File: src/rtl/aes_round_sequencer.sv
// Control sequencer for an iterative AES round datapath: accepts one block,
// steps the round-key index through NUM_ROUNDS rounds and hands the result off.
module aes_round_sequencer #(
  parameter int NUM_ROUNDS   = 10,
  parameter int ROUND_CYCLES = 1
) (
  input  logic       clk,
  input  logic       n_rst,
  input  logic       blk_valid,
  output logic       blk_ready,
  input  logic       opt_mode,
  input  logic       key_ready,
  input  logic       abort,
  output logic       load_state,
  output logic       round_en,
  output logic [3:0] round_idx,
  output logic       last_round,
  output logic       mode_lat,
  output logic       out_valid,
  input  logic       out_ready,
  output logic       busy
);

  typedef enum logic [1:0] {
    S_IDLE  = 2'd0,
    S_ROUND = 2'd1,
    S_DONE  = 2'd2
  } state_t;

  localparam logic [3:0] NR_L     = 4'(NUM_ROUNDS);
  localparam logic [2:0] SUB_LAST = 3'(ROUND_CYCLES - 1);

  state_t     state_q;
  logic [3:0] rnd_q;
  logic [2:0] sub_q;
  logic       mode_q;
  logic       acc_s;

  // Output decode; blk_ready is gated by n_rst so every output reads 0 in reset.
  always_comb begin
    blk_ready  = 1'b0;
    load_state = 1'b0;
    round_en   = 1'b0;
    round_idx  = 4'd0;
    last_round = 1'b0;
    out_valid  = 1'b0;
    acc_s      = 1'b0;
    case (state_q)
      S_IDLE: begin
        blk_ready = n_rst & key_ready & ~abort;
      end
      S_ROUND: begin
        round_en   = key_ready & (sub_q == SUB_LAST);
        last_round = (rnd_q == NR_L);
        round_idx  = mode_q ? (NR_L - rnd_q) : rnd_q;
      end
      S_DONE: begin
        out_valid = 1'b1;
        blk_ready = n_rst & out_ready & key_ready & ~abort;
      end
      default: begin
        blk_ready = 1'b0;
      end
    endcase
    acc_s = blk_valid & blk_ready;
    // A newly accepted block overrides the index with its initial-key slot.
    if (acc_s) begin
      load_state = 1'b1;
      round_idx  = opt_mode ? NR_L : 4'd0;
    end else begin
      load_state = 1'b0;
    end
  end

  // Sequencer state, round counter and sub-cycle counter.
  always_ff @(posedge clk or negedge n_rst) begin
    if (!n_rst) begin
      state_q <= S_IDLE;
      rnd_q   <= 4'd0;
      sub_q   <= 3'd0;
      mode_q  <= 1'b0;
    end else if (abort) begin
      state_q <= S_IDLE;
      rnd_q   <= 4'd0;
      sub_q   <= 3'd0;
    end else begin
      case (state_q)
        S_IDLE: begin
          if (acc_s) begin
            mode_q  <= opt_mode;
            rnd_q   <= 4'd1;
            sub_q   <= 3'd0;
            state_q <= S_ROUND;
          end
        end
        S_ROUND: begin
          // Missing round keys freeze both counters.
          if (key_ready) begin
            if (sub_q == SUB_LAST) begin
              sub_q <= 3'd0;
              if (rnd_q == NR_L) begin
                rnd_q   <= 4'd0;
                state_q <= S_DONE;
              end else begin
                rnd_q <= rnd_q + 4'd1;
              end
            end else begin
              sub_q <= sub_q + 3'd1;
            end
          end
        end
        S_DONE: begin
          if (out_ready) begin
            if (acc_s) begin
              mode_q  <= opt_mode;
              rnd_q   <= 4'd1;
              sub_q   <= 3'd0;
              state_q <= S_ROUND;
            end else begin
              state_q <= S_IDLE;
            end
          end
        end
        default: begin
          state_q <= S_IDLE;
          rnd_q   <= 4'd0;
          sub_q   <= 3'd0;
        end
      endcase
    end
  end

  assign mode_lat = mode_q;
  assign busy     = (state_q != S_IDLE);

endmodule

File: config.mk
export PLATFORM = sky130hd
export DESIGN_NAME = aes_round_sequencer
export DESIGN_NICKNAME = d
export VERILOG_FILES = /design/src/rtl/aes_round_sequencer.sv
export SDC_FILE = /design/constraint.sdc
export NUM_CORES = 1
export LEC_CHECK = 0
export ABC_CLOCK_PERIOD_IN_PS = 1600
export BUFFER_PORTS_ARGS = -buffer_cell sky130_fd_sc_hd__buf_2
export CAP_MARGIN = 30
export CELL_PAD_IN_SITES_DETAIL_PLACEMENT = 1
export CELL_PAD_IN_SITES_GLOBAL_PLACEMENT = 1
export CORE_AREA = 8 8 54 56
export DETAILED_ROUTE_END_ITERATION = 8
export DIE_AREA = 0 0 62 64
export PLACE_DENSITY = 0.74
export REMOVE_ABC_BUFFERS = 1
export SLEW_MARGIN = 20
export SYNTH_ARGS = -nofsm -noshare
export SYNTH_HDL_FRONTEND = slang
export SYNTH_SLANG_ARGS = --single-unit
File: constraint.sdc
create_clock -name clk -period 1.6 [get_ports clk]
set_input_delay 0.24 -clock clk [delete_from_list [all_inputs] [get_ports clk]]
set_output_delay 0.24 -clock clk [all_outputs]
set_load 0.02 [all_outputs]
==> summary.txt, run 1 <==
Place
  • Dpl ws: -0.0584 ns
  • # port buffers: 17
  • Dpl cells: 134
  • Placer Congestion: 0.778
  • Post-DP HPWL: 1740 um

STA
  • Relative slew slack: 76.0%
  • Setup Skew: 0.000922 ns
  • Final Max Slew Viols: 0
  • Unrepaired setup endpoints after global routing: true
  • PnR worst setup slack: -0.0578 ns
  • Worst hold margin: 0.215 ns
  • Slew at the pin with the worst max-slew slack: 0.360 ns
  • Final Hold Violating Endpoints: 0
  • Final setup fails: 6
  • Final period util: 104%
  • Fmax: 603 MHz
  • Crit path time final: 1.66 ns

Drt
  • Antenna violation net count after detailed routing: 0
  • Routed vias: 781
  • DRT iter0 DRCs: 23
  • Via density: 5.28
  • Drt total wl: 2520 um
  • Router iterations before antenna repair: 4
  • DRC Markers: 0
  • Routed length per instance: 17.0 um

Power and ir drop
  • Worst VDD drop: 0.446 mV
  • Pwr Total: 0.000627 W
  • P_leak: 0.516 nW
  • Pwr per Cell Area: 580 mW/mm^2

Critical path
  • CP arrival: 1.42 ns
  • Crit. End Element: primary output
  • Worst-path maximum fanout: 5
  • Data required time of the worst path: 1.36 ns
  • CP Class: reg2out
  • Critical Path Source Type: flop

Synthesis
  • Synth area leader: dfrtp_1
  • Async S/R FF share, synth: 100%
  • Cell area after synthesis: 759 sq um
  • Yosys cell types: 38
  • Count leader, synth: nor2_1
  • Syn. warnings: 0
  • Sequential-to-total area share from yosys stat: 32.9%
  • Dominant synthesized flop cell: dfrtp_1
  • EDFF count, synth: 0
  • Mean Syn Cell Area: 8.83 sq um
  • Yosys top cell area share: 32.9%
  • Mapped Cells: 86
  • Seq cells post-synth: 10
  • Most frequent cells after synthesis: nor2_1, dfrtp_1, nand2_1
  • Synth area leaders: dfrtp_1, ha_1, nor2_1

Clock network
  • TritonCTS Buffers: 3
  • Root Driver: clkbuf_4
  • Clock transition at path regs: 0.07 ns
  • TritonCTS clock tree: built
  • Clk_lat worst skew: 0.28 ns
  • Clock tree buffer depth: 2
  • CTS sink cnt: 10
  • H-tree depth: 1

Cells and area
  • Antenna cells: 0
  • Fillers: 250
  • Fin nets: 133
  • Layout cell share with drive strength beyond 1: 48.3%
  • Final Non-Filler Cells: 148
  • Final Util: 51.4%
  • Synthesis-to-layout area growth: 42.5%

Run
  • Total of max-cap violations: 0

Die
  • Core area: 0.00211 sq mm
  • IO Pins: 18
  • Die area: 0.00397 sq mm
  • Die extent in x: 62 um
  • Die H: 64 um
  • Initial core utilization: 36.1%
  • Rows: 17

Global routing
  • Total grt overflow: 0
  • Overall fraction of global-route tracks in use: 13.6%
  • Largest net degree at the start of global routing: 11
  • Global-route wire length before repair: 4140 um
  • Vias in the first global route: 870
  • Initial antenna violation count: 0

Run status
  • Failing checks: setup timing
  • Status: finished, violations left

Worst hold path
  • HP Class: in2reg
power breakdown:
| part | switching [W] | total (W) | internal, W | leakage (nW) |
|---|---|---|---|---|
| registers | 0.0000179 | 0.000281 | 0.000263 | 0.129 |
| clock network | 0.0000995 | 0.000187 | 0.0000874 | 0.0138 |
| logic | 0.0000875 | 0.000160 | 0.0000722 | 0.374 |
| total | 0.000205 | 0.000627 | 0.000422 | 0.516 |
final cells by class:
cell class | instances | area, sq um | share of cell area, %
Clock buffer | 3 | 22.5 | 2.08
Inverter | 6 | 22.5 | 2.08
Multi-Input combinational cell | 69 | 523 | 48.3
Sequential cell | 10 | 256 | 23.7
Tap cell | 28 | 35.0 | 3.24
Timing Repair Buffer | 32 | 223 | 20.6
cell families after synthesis:
group,after synthesis,synth area share [%]
buffers and inverters,7,4.45
xor gates and xnor gates,2,2.31
AOI/OAI and AO/OA,19,18.5
muxes,2,2.64
DFF,10,32.9
and+or+nand+nor,42,32.6
adders and majority gates,4,6.59
cells in the final DEF, fill, tap and decap left out, types with 2 or more instances in the layout:
cell type,Yosys,final
buf_6,1,2
nor2b_1,2,2
nand3b_1,4,4
o21ai_1,5,4
buf_2,0,11
dfrtp_2,0,5
xor2_1,2,2
nor2_1,11,10
nand2b_4,1,2
nand2_2,0,2
buf_4,0,18
dfrtp_1,10,5
inv_2,0,2
a21oi_1,2,2
ha_2,0,2
nand2_1,8,6
and3_1,2,2
inv_1,6,4
clkbuf_4,0,3
nor3b_1,2,2
final timing paths:
path / slack (ns) / end / from / cells past startpoint
max reg2reg: 0 / rnd_q[3]$_DFFE_PN0P_ / sub_q[1]$_DFFE_PN0P_ / 6
min reg2reg: 0.52 / sub_q[2]$_DFFE_PN0P_ / sub_q[2]$_DFFE_PN0P_ / 1
min: 0.22 / mode_lat$_DFFE_PN0P_ / opt_mode / 3
min in group asynchronous: 0.42 / state_q[1]$_DFFE_PN0P_ / n_rst / 3
max in group asynchronous: 1.02 / rnd_q[2]$_DFFE_PN0P_ / n_rst / 3
max: -0.06 / round_idx[1] / rnd_q[0]$_DFFE_PN0P_ / 5
stage by stage:
| stage | TNS, ns | area (sq um) |
|---|---|---|
| finish | -0.145 | 1080 |
| floorplan | 0 | 748 |
| global route | -0.654 | 1080 |
| detailed placement | -0.0584 | 898 |
| global placement | 0 | 898 |
| CTS | -0.0870 | 1030 |
per-layer routing:
metal	vias up	GRT usage, %	share of wire (%)
li1	375	-	-
met1	381	15.4	43
met2	20	23.7	52
met3	5	3.00	3.5
met4	0	5.13	1.7
met5	-	0	0
flip-flops by register name (all words and copies together), names as in the netlist:
name      flops
sub_q         3
state_q       2
rnd_q         4
mode_lat      1
timing repair:
item	in CTS	in global routing
hold buffers	1	0
gates cloned	0	0
hold endpoints to repair	10	0
setup buffers	7	3
endpoints found under the setup margin	7	11
gates resized for setup	16	10
pin swaps	7	3
worst max-delay path: stages (launching register included):
cell     delay [ns]
dfrtp_2        0.45
inv_2          0.09
ha_4           0.20
mux2i_2        0.18
o21ai_2        0.09
buf_6          0.13
Power figures use the tool's default switching activity.
==> run 2, diff against run 1 <==
Settings changed: CORE_AREA 8 8 54 56 to 2 2 48 50, DIE_AREA 0 0 62 64 to 0 0 50 52, PLACE_DENSITY 0.74 to not set, PLACE_DENSITY_LB_ADDON set to 0.08, SETUP_SLACK_MARGIN set to 0.1.
==> run 2 against run 1 <==
  * The run still ends with setup timing left
  * Die area decreased by 34%
  * Setup slack better by 0.020 ns
  * Clock power rose by 30%
  * Routed wire length increased by 24%
  * Sequential cell count stayed put
  * Critical path type unchanged
==> summary.txt, run 2 (synthesized netlist as in run 1, its figures left out) <==
Critical path
  • Critical Path Source Type: flop
  • CP arrival: 1.40 ns
  • Data required time of the worst path: 1.36 ns
  • Worst-path cell chain: inv_2 > ha_4 > nand3b_1 > buf_6 > nor2_4 > buf_6
  • Cell mode on critical path: buf_6
  • Crit. End Element: primary output
  • Critical path's largest stage delay: 0.40 ns
  • CP Class: reg2out
  • Worst-path maximum fanout: 2
  • Slowest CP cell: dfrtp_1

Drt
  • Via density: 5.32
  • Drt total wl: 3120 um
  • Routed length per instance: 18.8 um
  • DRT iter0 DRCs: 21
  • Antenna violation net count after detailed routing: 0
  • Router iterations before antenna repair: 4
  • DRC Markers: 0
  • Routed vias: 883

STA
  • Final period util: 102%
  • Unrepaired setup endpoints after global routing: true
  • Setup Skew: 0.000724 ns
  • Relative slew slack: 72.6%
  • PnR worst setup slack: -0.0380 ns
  • Fmax: 610 MHz
  • Final Hold Violating Endpoints: 0
  • Slew at the pin with the worst max-slew slack: 0.412 ns
  • Final setup fails: 4
  • Final Max Slew Viols: 0
  • Crit path time final: 1.64 ns

Global routing
  • Largest net degree at the start of global routing: 11
  • Overall fraction of global-route tracks in use: 24.9%
  • Vias in the first global route: 872
  • Initial antenna violation count: 0
  • Total grt overflow: 0
  • Global-route wire length before repair: 4600 um

Cells and area
  • Fillers: 230
  • Post-Layout Inst Area: 0.00134 sq mm
  • Multi-input logic area: 581 sq um
  • Commonest non-fill, non-tap cell in the layout: buf_4
  • FF+latch area: 256 sq um
  • Fin nets: 150
  • Most frequent cells in the layout: buf_4, buf_6, nor2_1
  • Layout cell share with drive strength beyond 1: 59.4%
  • Synthesis-to-layout area growth: 76.1%
  • Antenna cells: 0
  • Number of flip-flops in the largest register: 4
  • Final Util: 63.5%
  • Largest regs: rnd_q: 4 flops, sub_q: 3 flops, state_q: 2 flops
  • Largest Register: rnd_q

Clock network
  • Clock tree buffer depth: 2
  • Clk_lat worst skew: 0.27 ns
  • Root Driver: clkbuf_4
  • TritonCTS Buffers: 3
  • H-tree depth: 1
  • CTS sink cnt: 10
  • Clock transition at path regs: 0.08 ns
  • TritonCTS clock tree: built

Run
  • Total of max-cap violations: 0

Die
  • Initial core utilization: 36.1%
  • Core area: 0.00211 sq mm
  • IO Pins: 18
  • Die H: 52 um
  • Die extent in x: 50 um
  • Die area: 0.00260 sq mm
  • Rows: 17

Power and ir drop
  • P_leak: 0.634 nW
  • Worst VDD drop: 0.339 mV
  • Pwr per Cell Area: 548 mW/mm^2

Place
  • Dpl ws: -0.0262 ns
  • Post-DP HPWL: 1630 um
  • Cell Area, Placed: 913 sq um
  • Placer Congestion: 0.781
  • # port buffers: 17

Run status
  • Failing checks: setup timing
  • Status: finished, violations left

Worst hold path
  • HP Class: in2reg
[run 2: changes by cell type in the layout (fill, tap and decap cells not counted), moves of 2 or more]
cell / change
buf_4: +12
buf_6: +7
or2_4: +2
buf_2: -4
nor2_1: -2
nor2_4: +2
[run 2: area by class of cell]
class                           instances  share of cell area [%]
Inverter                                6                    1.68
Tap cell                               28                    2.62
Clock buffer                            4                    2.71
Timing Repair Buffer                   49                    30.4
Sequential cell                        10                    19.2
Multi-Input combinational cell         69                    43.4
[run 2: power breakdown]
part	internal, W	switching [W]	total [W]	leakage (nW)
Sequential	0.000263	0.0000172	0.000280	0.129
Clock	0.000138	0.000105	0.000243	0.0210
Combinational	0.000103	0.000107	0.000210	0.484
[run 2: critical path, delay by kind of cell, from the launching register on]
kind                       cells  cell delay [ns]
DFF                            1             0.40
buffers and inverters          3             0.38
and+or+nand+nor                2             0.22
adders and majority gates      1             0.13
[run 2: per-stage QoR]
| step | power (W) | TNS (ns) | instances | hold slack, ns |
|---|---|---|---|---|
| floorplan | 0.000356 | 0 | 85 | -0.0556 |
| global placement | 0.000412 | 0 | 136 | 0.179 |
| detailed placement | 0.000414 | -0.0262 | 136 | 0.179 |
| CTS | 0.000699 | -0.0440 | 158 | 0.214 |
| global route | 0.000766 | -0.468 | 166 | 0.241 |
| finish | 0.000732 | -0.103 | 166 | 0.215 |
[run 2: routing by layer]
layer	global-route usage [%]	wire length, um	vias to the layer above
met5	0	0	-
met4	8.80	92	0
met3	4.89	146	10
met2	44.3	1570	36
met1	29.6	1320	427
li1	-	-	410
[run 2: path summary, 6_finish.rpt]
| kind | start | to | slack [ns] | cells past startpoint |
|---|---|---|---|---|
| max in group asynchronous | n_rst | state_q[0]$_DFFE_PN0P_ | 1.01 | 3 |
| min in group asynchronous | n_rst | sub_q[0]$_DFFE_PN0P_ | 0.43 | 3 |
| hold / removal | opt_mode | mode_lat$_DFFE_PN0P_ | 0.22 | 3 |
| setup reg to reg | sub_q[0]$_DFFE_PN0P_ | rnd_q[3]$_DFFE_PN0P_ | 0.03 | 7 |
| hold reg to reg | sub_q[2]$_DFFE_PN0P_ | sub_q[2]$_DFFE_PN0P_ | 0.55 | 1 |
| setup / recovery | sub_q[0]$_DFFE_PN0P_ | round_en | -0.04 | 6 |
[run 2: repair_timing]
item / CTS / global route
hold buffers: 1 / 0
setup buffers: 17 / 8
pin swaps: 10 / 6
endpoints found under the hold margin: 10 / 0
endpoints found under the setup margin: 13 / 17
resized for setup: 39 / 13
